## src/rtl/cgp_eval_pkg.sv

```systemverilog
// Shared types and constants for the CGP fitness evaluator.
// Latency: n/a (declarations only).
// Backpressure: n/a.
package cgp_eval_pkg;

    localparam int DEF_N_IN   = 10;
    localparam int DEF_N_OUT  = 10;
    localparam int DEF_SETTLE = 2;

    typedef enum logic [1:0] {
        IDLE  = 2'd0,
        APPLY = 2'd1,
        DONE  = 2'd2
    } eval_state_t;

    // Worst case total is 2^n_in * n_out, which always fits in n_in plus
    // the bits needed to hold n_out.
    function automatic int err_width(input int n_in, input int n_out);
        return n_in + $clog2(n_out + 1);
    endfunction

endpackage

```

## src/rtl/cgp_evaluator_popcount.sv

```systemverilog
// Combinational population count of a W-bit vector.
// Latency: 0 cycles (pure combinational).
// Backpressure: none.
//
// Ports:
//   vec_i  in  W             bits to count
//   cnt_o  out $clog2(W+1)   number of set bits in vec_i
module popcount #(
    parameter int W = 10
) (
    input  logic [W-1:0]             vec_i,
    output logic [$clog2(W+1)-1:0]   cnt_o
);

    localparam int CW = $clog2(W + 1);

    always_comb begin
        cnt_o = '0;
        for (int i = 0; i < W; i++) begin
            cnt_o = cnt_o + CW'(vec_i[i]);
        end
    end

endmodule

```

## src/rtl/cgp_evaluator.sv

```systemverilog
// Sweeps all 2^N_IN vectors through a CGP circuit and counts output-bit errors.
// Latency: done pulses 1 + 2^N_IN*(SETTLE+1) cycles after start is accepted.
// Backpressure: none; start is only sampled in IDLE and is ignored otherwise.
//
// Ports:
//   clk, rst_n   clock and asynchronous active-low reset
//   start        begin an evaluation (sampled in IDLE only)
//   busy         high while vectors are being applied
//   done         one-cycle pulse when err_count/perfect are final
//   cgp_in       registered vector driven to the CGP circuit inputs
//   cgp_out      CGP circuit outputs, same clock domain
//   exp_addr     expected-response memory address (mirrors cgp_in)
//   exp_data     expected response, synchronous read with 1-cycle latency
//   err_count    total mismatching output bits of the last completed run
//   perfect      err_count == 0, valid from the done cycle onward
module cgp_evaluator
    import cgp_eval_pkg::*;
#(
    parameter int N_IN   = DEF_N_IN,
    parameter int N_OUT  = DEF_N_OUT,
    parameter int SETTLE = DEF_SETTLE   // must be >= 1 to cover the memory latency
) (
    input  logic                                 clk,
    input  logic                                 rst_n,
    input  logic                                 start,
    output logic                                 busy,
    output logic                                 done,
    output logic [N_IN-1:0]                      cgp_in,
    input  logic [N_OUT-1:0]                     cgp_out,
    output logic [N_IN-1:0]                      exp_addr,
    input  logic [N_OUT-1:0]                     exp_data,
    output logic [err_width(N_IN, N_OUT)-1:0]    err_count,
    output logic                                 perfect
);

    localparam int ERR_W = err_width(N_IN, N_OUT);
    localparam int PC_W  = $clog2(N_OUT + 1);
    localparam int SW    = $clog2(SETTLE + 1);

    localparam logic [SW-1:0] SETTLE_C = SW'(SETTLE);

    eval_state_t        state_q, state_d;
    logic [N_IN-1:0]    vec_q, vec_d;
    logic [SW-1:0]      settle_q, settle_d;
    logic [ERR_W-1:0]   acc_q, acc_d;
    logic [ERR_W-1:0]   err_q, err_d;
    logic               perfect_q, perfect_d;

    logic [N_OUT-1:0]   mismatch;
    logic [PC_W-1:0]    mismatch_cnt;
    logic [ERR_W-1:0]   acc_sum;

    assign mismatch = cgp_out ^ exp_data;

    popcount #(
        .W (N_OUT)
    ) u_popcount (
        .vec_i (mismatch),
        .cnt_o (mismatch_cnt)
    );

    // Zero-extended add; the width guarantees no overflow for a full sweep.
    assign acc_sum = acc_q + ERR_W'(mismatch_cnt);

    always_comb begin
        state_d   = state_q;
        vec_d     = vec_q;
        settle_d  = settle_q;
        acc_d     = acc_q;
        err_d     = err_q;
        perfect_d = perfect_q;
        busy      = 1'b0;
        done      = 1'b0;

        case (state_q)
            IDLE: begin
                if (start) begin
                    acc_d    = '0;
                    vec_d    = '0;
                    settle_d = '0;
                    state_d  = APPLY;
                end
            end

            APPLY: begin
                busy = 1'b1;
                if (settle_q != SETTLE_C) begin
                    settle_d = settle_q + 1'b1;
                end else begin
                    // Last cycle of this vector's window: outputs and memory
                    // data have both had time to become valid.
                    acc_d    = acc_sum;
                    settle_d = '0;
                    if (vec_q == '1) begin
                        // Publish only the final total, never a partial sum.
                        err_d     = acc_sum;
                        perfect_d = (acc_sum == '0);
                        state_d   = DONE;
                    end else begin
                        vec_d = vec_q + 1'b1;
                    end
                end
            end

            DONE: begin
                done    = 1'b1;
                state_d = IDLE;
            end

            default: begin
                state_d = IDLE;
            end
        endcase
    end

    always_ff @(posedge clk or negedge rst_n) begin
        if (!rst_n) begin
            state_q   <= IDLE;
            vec_q     <= '0;
            settle_q  <= '0;
            acc_q     <= '0;
            err_q     <= '0;
            perfect_q <= 1'b0;
        end else begin
            state_q   <= state_d;
            vec_q     <= vec_d;
            settle_q  <= settle_d;
            acc_q     <= acc_d;
            err_q     <= err_d;
            perfect_q <= perfect_d;
        end
    end

    assign cgp_in    = vec_q;
    assign exp_addr  = vec_q;
    assign err_count = err_q;
    assign perfect   = perfect_q;

endmodule

```

## config.mk

```make
export PLATFORM = sky130hd
export DESIGN_NAME = cgp_evaluator
export DESIGN_NICKNAME = d
export VERILOG_FILES = /design/src/rtl/cgp_eval_pkg.sv /design/src/rtl/cgp_evaluator_popcount.sv /design/src/rtl/cgp_evaluator.sv
export SDC_FILE = /design/constraint.sdc
export NUM_CORES = 1
export LEC_CHECK = 0
export CORE_MARGIN = 2
export CORE_UTILIZATION = 46
export CTS_CLUSTER_SIZE = 20
export DETAILED_ROUTE_END_ITERATION = 10
export GPL_TIMING_DRIVEN = 0
export PLACE_DENSITY = 0.77
export SETUP_SLACK_MARGIN = 0.02
export SYNTH_ARGS = -nofsm -noshare
export SYNTH_HDL_FRONTEND = slang
export SYNTH_SLANG_ARGS = --single-unit
```

## constraint.sdc

```tcl
create_clock -name clk -period 2.5 [get_ports clk]
set_input_delay 0.25 -clock clk [delete_from_list [all_inputs] [get_ports clk]]
set_output_delay 0.25 -clock clk [all_outputs]
set_load 0.05 [all_outputs]
```

==> results.toml, run 1 <==
[clock_tree]
numCtsBuffers = 5
cts_tree = "built"
worstSkewPairLatency_ps = 300
clock_sinks = 43
clockRootBuffer = "clkbuf_8"
path_clk_slew_ps = 90
cts-htree-levels = 2
cts_max_path_buffers = 2

[pwr]
p_comb_frac = 0.586
power_density_nw_per_um2 = 973
leakage_uw = 0.00167
p_sw_uw = 1600
p_clk_frac = 0.152
internal_power_uw = 2050
swShare = 0.438
p_seq_frac = 0.262
ir_worst_vdd_mv = 0.598

[placed_design]
port-buffer-count = 59
dp_hpwl_um = 4670
place.gp.congestion = 0.825
placedCellCount = 417

[synth]
netlist_area_um2 = 2680
synthArstFlopShare = 1.00
synth-edff-count = 0
synth_top_area_frac = 0.401
synth_common_cells = "43 x dfrtp_1, 38 x nand2_1, 25 x o21ai_0"
ys_top_cells_by_area = "dfrtp_1 40%, nand2_1 5.3%, fa_1 5.2%"
synth_warnings = 0
syn_area_per_cell_um2 = 9.40
syn-num-nets = 325
synth_ff_type = "dfrtp_1"
postSynthCellCount = 285
synth_seq_cells = 43
yosysSeqAreaShare = 0.401
synth.most_common_cell = "dfrtp_1"
synth_top_area_cell = "dfrtp_1"
ys_types = 43

[final_layout]
seq_area_um2 = 1080
multi_input_area_um2 = 1560
drive_above_1_share = 0.191
fill_cells = 436
syn_to_final_growth_pct = 39.9
nets = 405
antenna_cells = 0
final_cell_count_no_fill = 438

[sta]
grt_setup_unrepaired = "true"
setup_viol = 29
fmax_mhz = 223
drv_slew = 0
clock-skew-final_ps = 6.89
min_period_ps = 4480
worst_pin_slew_ps = 853
slew_headroom = 0.430
finalWorstSetupSlack_ps = -1980
finalHoldViolCount = 0
final.setup.tns_ps = -44680
final.period_utilization = 1.79

[critical_path]
worst_ep_arrival_time_ps = 4700
end_kind = "flip-flop"
cp-start-kind = "input pin"
crit_required_ps = 2720
cp_max_fo = 5
worstSetupPathType = "input pin to flip-flop"

[outcome]
violations = "negative setup slack"
outcome = "complete, but fails checks"

[global_route]
grt_usage = 0.215
antenna_found_initial = 0
grt_pass1_vias = 2345
overflow = 0
grt_max_degree = 24
grt_pass1_wl_um = 10600

[route]
wire_per_inst_um = 14.6
vias = 2338
routed_wirelength_um = 6400
drtAntennaViolNets = 0
drt_pass1_iterations = 4
post-route-drc-count = 0
viasPerCell = 5.34
drtIter0Drc = 79

[floorplanning]
fp-row-count = 27
ios = 60
die_y_um = 80.3
die_w_um = 80.3
core_um2 = 5570
die_area_um2 = 6450
initial_core_util = 0.481

[job]
max_cap_violations = 0

[min_path]
hold_class = "input pin to asynchronous set/reset pin"
## metrics by stage
| stage | power [µW] | util | hold slack [ps] | setup slack (ps) | area, µm² |
|---|---|---|---|---|---|
| after floorplan | 2280 | - | -45.6 | -2110 | 2720 |
| after global routing | 3880 | 0.673 | 510 | -2150 | 3750 |
| after global placement | 2700 | 0.610 | 463 | -2740 | 3400 |
| after detailed placement | 2770 | 0.614 | 265 | -2770 | 3420 |
| after CTS | 3550 | 0.661 | 469 | -2090 | 3690 |
| final | 3650 | 0.673 | 457 | -1980 | 3750 |
## cells in the final DEF (no fill, tap or decap), types with 4 or more instances in the layout
| cell | Yosys | final |
|---|---|---|
| a21o_1 | 7 | 7 |
| a21oi_1 | 7 | 5 |
| a22o_1 | 5 | 5 |
| buf_4 | 11 | 22 |
| buf_6 | 0 | 4 |
| clkbuf_1 | 7 | 7 |
| clkbuf_8 | 0 | 5 |
| clkdlybuf4s50_1 | 0 | 50 |
| dfrtp_1 | 43 | 43 |
| fa_1 | 7 | 4 |
| ha_1 | 10 | 8 |
| inv_1 | 16 | 13 |
| nand2_1 | 38 | 35 |
| nand3_1 | 11 | 11 |
| nand3b_1 | 4 | 4 |
| nor2_1 | 17 | 15 |
| o21ai_0 | 25 | 9 |
| o21ai_1 | 0 | 14 |
| o31ai_1 | 6 | 6 |
| xnor2_1 | 15 | 11 |
| xnor2_2 | 0 | 4 |
| xor2_1 | 16 | 15 |
## state kept, by name (all words and copies together), names as in the netlist
register / count
acc_q: 14
cgp_in: 10
err_count: 14
perfect: 1
settle_q: 2
state_q: 2
## repair_timing
action	CTS	global route
hold endpoints to repair	20	0
endpoints found under the setup margin	29	29
hold buffers	1	0
gates resized for setup	34	10
buffers inserted	9	3
pin swaps	18	13
## power by group through the flow
stage	sequential [µW]	clock, µW	combinational, µW
after floorplan	1040	0	1230
after global placement	948	0	1750
after detailed placement	955	0	1820
after CTS	949	561	2040
after global routing	974	592	2310
final	954	555	2140
## logic make-up (layout without fill, tap and decap cells)
group	after synthesis	after routing	share of synthesized area
buffers and inverters	37	118	0.0682
AND/OR/NAND/NOR	93	93	0.172
XOR/XNOR	31	31	0.101
adder cells (fa/ha/maj)	17	17	0.0990
multiplexers	1	1	0.00420
AO/OA/AOI/OAI	63	63	0.154
flip-flops	43	43	0.401
## routing by layer
| layer | wire, µm | up-vias | GRT usage |
|---|---|---|---|
| met5 | 0 | - | 0 |
| met4 | 102 | 0 | 0.0695 |
| met3 | 321 | 11 | 0.0393 |
| met2 | 3470 | 67 | 0.409 |
| met1 | 2510 | 1142 | 0.238 |
| li1 | - | 1118 | - |
## layout make-up
class,count,area share
Buffer,21,0.0344
Clock buffer,5,0.0184
Clock inverter,3,0.0117
Inverter,16,0.0160
Multi-Input combinational cell,205,0.415
Sequential cell,43,0.287
Tap cell,72,0.0240
Timing Repair Buffer,73,0.194
## path summary, 6_finish.rpt
check,start,endpoint,slack [ps],cells past startpoint
min,rst_n,state_q[0],460,2
min in group clk,err_count[4],err_count[4],480,2
max,cgp_out[0],perfect,-1980,18
min reg2reg,err_count[4],err_count[4],480,2
max in group asynchronous,rst_n,err_count[10],1550,3
max reg2reg,acc_q[0],perfect,140,10
## critical path, cell delays in order
cell and delay [ps]:
buf_6 90, xor2_1 150, ha_1 300, inv_2 60
fa_1 410, fa_1 510, fa_1 430, fa_2 370
fa_2 340, xor2_1 150, ha_1 340, or2b_1 290
a21oi_4 140, or3b_1 370, buf_6 140, a21oi_4 110
a21oi_2 50, o31ai_2 200
(Power assumes the default switching activity.)
==> run 2: changes to the inputs <==
--- a/config.mk
+++ b/config.mk
@@ -5,12 +5,14 @@
 export SDC_FILE = /design/constraint.sdc
 export NUM_CORES = 1
 export LEC_CHECK = 0
+export CELL_PAD_IN_SITES_DETAIL_PLACEMENT = 1
+export CELL_PAD_IN_SITES_GLOBAL_PLACEMENT = 2
 export CORE_MARGIN = 2
-export CORE_UTILIZATION = 46
+export CORE_UTILIZATION = 28
 export CTS_CLUSTER_SIZE = 20
 export DETAILED_ROUTE_END_ITERATION = 10
 export GPL_TIMING_DRIVEN = 0
-export PLACE_DENSITY = 0.77
+export PLACE_DENSITY_LB_ADDON = 0.1
 export SETUP_SLACK_MARGIN = 0.02
 export SYNTH_ARGS = -nofsm -noshare
 export SYNTH_HDL_FRONTEND = slang
==> results.toml, run 2 (same netlist as run 1, synthesis figures left out) <==
[outcome]
outcome = "complete, but fails checks"
violations = "negative setup slack"

[floorplanning]
ios = 60
die_w_um = 102
fp-row-count = 35
die_area_um2 = 10400
die_y_um = 102
core_um2 = 9280
initial_core_util = 0.289

[sta]
worst_pin_slew_ps = 1050
final.period_utilization = 1.86
setup_viol = 29
finalHoldViolCount = 0
slew_headroom = 0.299
fmax_mhz = 215
grt_setup_unrepaired = "true"
drv_slew = 0
clock-skew-final_ps = 7.97
min_period_ps = 4650
finalWorstSetupSlack_ps = -2150
fin_hold_ws_ps = 421

[final_layout]
antenna_cells = 0
drive_above_1_share = 0.242
syn_to_final_growth_pct = 47.9
nets = 411
final_common_cell = "clkdlybuf4s50_1"
final_cell_count_no_fill = 501
fin_util = 0.427
final_cell_mix = "50 x clkdlybuf4s50_1, 43 x dfrtp_1, 36 x nand2_1"

[placed_design]
place.gp.congestion = 0.749
port-buffer-count = 59
placedCellCount = 474
dp_hpwl_um = 5220

[critical_path]
cp_slowest_cell = "fa_1"
cp_max_fo = 4
critical-path-top-delay-family = "adder cells"
end_kind = "flip-flop"
worst_path_largest_cell_delay_ps = 540
cp-start-kind = "input pin"
crit_required_ps = 2710
crit_buf_inv = 2
worstSetupPathType = "input pin to flip-flop"
r2r-start = "acc_q[0]"
worst_ep_arrival_time_ps = 4860
path_cells = "buf_6 > xor2_1 > ha_1 > inv_2 > fa_1 > fa_1 > fa_1 > fa_2 > fa_2 > fa_2 > or2b_4 > a21oi_4 > nand4_1 > xor2_1 > nand3_1 > o31ai_2"
crit_path_start = "cgp_out[1]"

[min_path]
hold_class = "input pin to asynchronous set/reset pin"

[pwr]
finalPower_uw = 4190
power_density_nw_per_um2 = 1060
leakage_uw = 0.00169
ir_worst_vdd_mv = 0.523

[global_route]
overflow = 0
grt_max_degree = 28
grt_pass1_vias = 2399
grt_usage = 0.145
antenna_found_initial = 0
grt_pass1_wl_um = 11900

[clock_tree]
path_clk_slew_ps = 90
cts_max_path_buffers = 2
clock_sinks = 43
worstSkewPairLatency_ps = 300
cts_tree = "built"
numCtsBuffers = 5
cts-htree-levels = 2
clockRootBuffer = "clkbuf_8"

[route]
wire_per_inst_um = 14.4
vias = 2323
drt_pass1_iterations = 4
drtIter0Drc = 44
drtAntennaViolNets = 0
viasPerCell = 4.64
post-route-drc-count = 0
routed_wirelength_um = 7210

[job]
max_cap_violations = 0
-- run 2: final cells by class --
class / instances / area, µm²
Fill cell: 1079 / 5320
Multi-Input combinational cell: 205 / 1660
Sequential cell: 43 / 1080
Timing Repair Buffer: 80 / 767
Tap cell: 129 / 161
Buffer: 20 / 118
Clock buffer: 6 / 82.6
Inverter: 16 / 62.6
Clock inverter: 2 / 35.0
-- run 2: stage by stage --
stage	TNS, ps	area, µm²	worst slack (ps)
finish	-49700	3960	-2150
detailed placement	-68580	3490	-2980
global route	-53150	3960	-2310
floorplan	-45420	2720	-2110
CTS	-51890	3780	-2250
global placement	-75020	3470	-2990
-- run 2: final timing paths --
| path | to | slack [ps] | depth (start not counted) |
|---|---|---|---|
| max in group asynchronous | acc_q[0] | 1570 | 3 |
| worst max-delay path | perfect | -2150 | 16 |
| worst max register to register | perfect | 120 | 9 |
| min in group clk | err_count[3] | 480 | 2 |
| worst min register to register | err_count[3] | 480 | 2 |
| worst min-delay path | cgp_in[8] | 420 | 2 |
-- run 2: what timing repair did --
action	CTS	global route
hold endpoints to repair	16	0
hold buffers	1	0
endpoints found under the setup margin	29	29
cloned	0	0
pin swaps	21	24
setup buffers	14	8
resized for setup	39	31
-- run 2: metal layers --
layer / GRT usage / up-vias / share of wire
met5: 0 / - / 0
met4: 0.0400 / 0 / 0.0079
met3: 0.0144 / 4 / 0.021
met2: 0.249 / 36 / 0.51
met1: 0.196 / 1153 / 0.46
li1: - / 1130 / -
-- run 2: worst reg2reg max path, delay by kind of cell, from the launching register on --
| kind | cells | cell delay [ps] |
|---|---|---|
| buffers and inverters | 1 | 50 |
| DFF | 1 | 400 |
| AOI/OAI and AO/OA | 2 | 470 |
| xor gates and xnor gates | 1 | 230 |
| and+or+nand+nor | 3 | 630 |
| adders and majority gates | 2 | 520 |
-- run 2: report_power, final --
part           leakage, µW  total [µW]  switching [µW]  internal, µW
Clock            0.0000612         584             260           324
Sequential        0.000498         954             153           801
Combinational      0.00113        2650            1400          1250
==> run 3: changes to the inputs <==
--- a/config.mk
+++ b/config.mk
@@ -8,7 +8,7 @@
 export CELL_PAD_IN_SITES_DETAIL_PLACEMENT = 1
 export CELL_PAD_IN_SITES_GLOBAL_PLACEMENT = 2
 export CORE_MARGIN = 2
-export CORE_UTILIZATION = 28
+export CORE_UTILIZATION = 25
 export CTS_CLUSTER_SIZE = 20
 export DETAILED_ROUTE_END_ITERATION = 10
 export GPL_TIMING_DRIVEN = 0
==> results.toml, run 3 (same netlist as run 1, synthesis figures left out) <==
[final_layout]
drive_above_1_share = 0.259
fill_cells = 1217
antenna_cells = 0
final_common_cell = "clkdlybuf4s50_1"
nets = 413
syn_to_final_growth_pct = 48.9
fin_util = 0.385
multi_input_area_um2 = 1680
final_cell_mix = "50 x clkdlybuf4s50_1, 43 x dfrtp_1, 33 x nand2_1"
seq_area_um2 = 1080

[sta]
setup_viol = 29
final.setup.tns_ps = -49420
fmax_mhz = 216
min_period_ps = 4640
clock-skew-final_ps = 4.79
drv_slew = 0
slew_headroom = 0.377
finalWorstSetupSlack_ps = -2140
final.period_utilization = 1.85
finalHoldViolCount = 0
worst_pin_slew_ps = 933
grt_setup_unrepaired = "true"

[route]
vias = 2325
wire_per_inst_um = 14.8
drtAntennaViolNets = 0
routed_wirelength_um = 7540
viasPerCell = 4.56
post-route-drc-count = 0
drt_pass1_iterations = 4
drtIter0Drc = 56

[critical_path]
crit_buf_inv = 2
worstSetupPathDepth = 16
critical-path-top-delay-family = "adder cells"
r2r_cells = 9
worst_ep_arrival_time_ps = 4850
cp-endpoint = "perfect"
worst_path_largest_cell_delay_ps = 540
r2r_slack_ps = 100
crit_path_start = "cgp_out[0]"
cp_max_fo = 4
crit_required_ps = 2720
r2r_end = "perfect"
end_kind = "flip-flop"
path_cells = "buf_6 > xor2_1 > ha_1 > inv_2 > fa_1 > fa_1 > fa_1 > fa_2 > fa_2 > fa_2 > or2b_4 > a21oi_4 > nand4_1 > xor2_1 > nand3_1 > o31ai_2"
r2r-start = "acc_q[0]"
cp-start-kind = "input pin"
worstSetupPathType = "input pin to flip-flop"
cp_slowest_cell = "fa_1"

[clock_tree]
cts_max_path_buffers = 2
cts_tree = "built"
path_clk_slew_ps = 80
worstSkewPairLatency_ps = 300
clock_sinks = 43
clockRootBuffer = "clkbuf_8"
cts-htree-levels = 2
numCtsBuffers = 5

[floorplanning]
core_um2 = 10400
die_w_um = 108
fp-row-count = 37
die_y_um = 108
die_area_um2 = 11600
initial_core_util = 0.258
ios = 60

[pwr]
ir_worst_vdd_mv = 0.489
leakage_uw = 0.00171
swShare = 0.441
p_clk_frac = 0.121
p_sw_uw = 1850
power_density_nw_per_um2 = 1050
p_comb_frac = 0.651
p_seq_frac = 0.228
internal_power_uw = 2340

[global_route]
antenna_found_initial = 0
grt_max_degree = 28
grt_pass1_wl_um = 12200
grt_usage = 0.136
grt_pass1_vias = 2401
overflow = 0

[placed_design]
port-buffer-count = 59
dp_hpwl_um = 5370
place.gp.congestion = 0.717

[min_path]
hold_class = "input pin to asynchronous set/reset pin"

[job]
max_cap_violations = 0

[outcome]
violations = "negative setup slack"
outcome = "complete, but fails checks"
## run 3: worst min path at each step
stage                   from            end  slack (ps)  depth (start not counted)
6_report               rst_n      cgp_in[8]         410                          2
2_1_floorplan          rst_n       acc_q[0]         -50                          0
3_3_place_gp   err_count[13]  err_count[13]         470                          2
4_1_cts                rst_n      cgp_in[8]         420                          2
5_1_grt                rst_n      cgp_in[8]         460                          2
3_5_place_dp           rst_n      cgp_in[8]         220                          1
## run 3: layout make-up
cell class	count	area share
inverters	16	0.0150
clock buffers	8	0.0251
well taps	136	0.0426
multi-input cells	205	0.420
repair buffers	82	0.198
flip-flops and latches	43	0.270
plain buffers	20	0.0295
## run 3: repair_timing
| item | CTS | global route |
|---|---|---|
| pin swaps | 24 | 15 |
| resized for setup | 44 | 33 |
| buffers inserted | 15 | 8 |
| hold buffers | 1 | 0 |
| endpoints found under the hold margin | 16 | 0 |
| endpoints found under the setup margin | 29 | 29 |
| gates cloned | 0 | 0 |
## run 3: through the flow
step | area (µm²) | hold slack [ps] | power (µW) | worst slack (ps) | instances
floorplan | 2720 | -45.6 | 2280 | -2110 | 285
global placement | 3480 | 465 | 2840 | -2940 | 480
detailed placement | 3490 | 222 | 2870 | -2930 | 481
CTS | 3820 | 424 | 3930 | -2200 | 505
global route | 3990 | 457 | 4500 | -2280 | 510
finish | 3990 | 413 | 4190 | -2140 | 510
## run 3: power by group through the flow
stage | logic (µW) | registers, µW | clock network, µW
final | 2730 | 956 | 508
after global routing | 2960 | 981 | 560
after CTS | 2450 | 955 | 527
after detailed placement | 1910 | 963 | 0
after global placement | 1880 | 963 | 0
after floorplan | 1230 | 1040 | 0
## run 3: routing by layer
| layer | track usage | wire length (µm) |
|---|---|---|
| met3 | 0.0188 | 202 |
| met5 | 0 | 0 |
| met1 | 0.181 | 3520 |
| met4 | 0.0421 | 119 |
| met2 | 0.230 | 3700 |
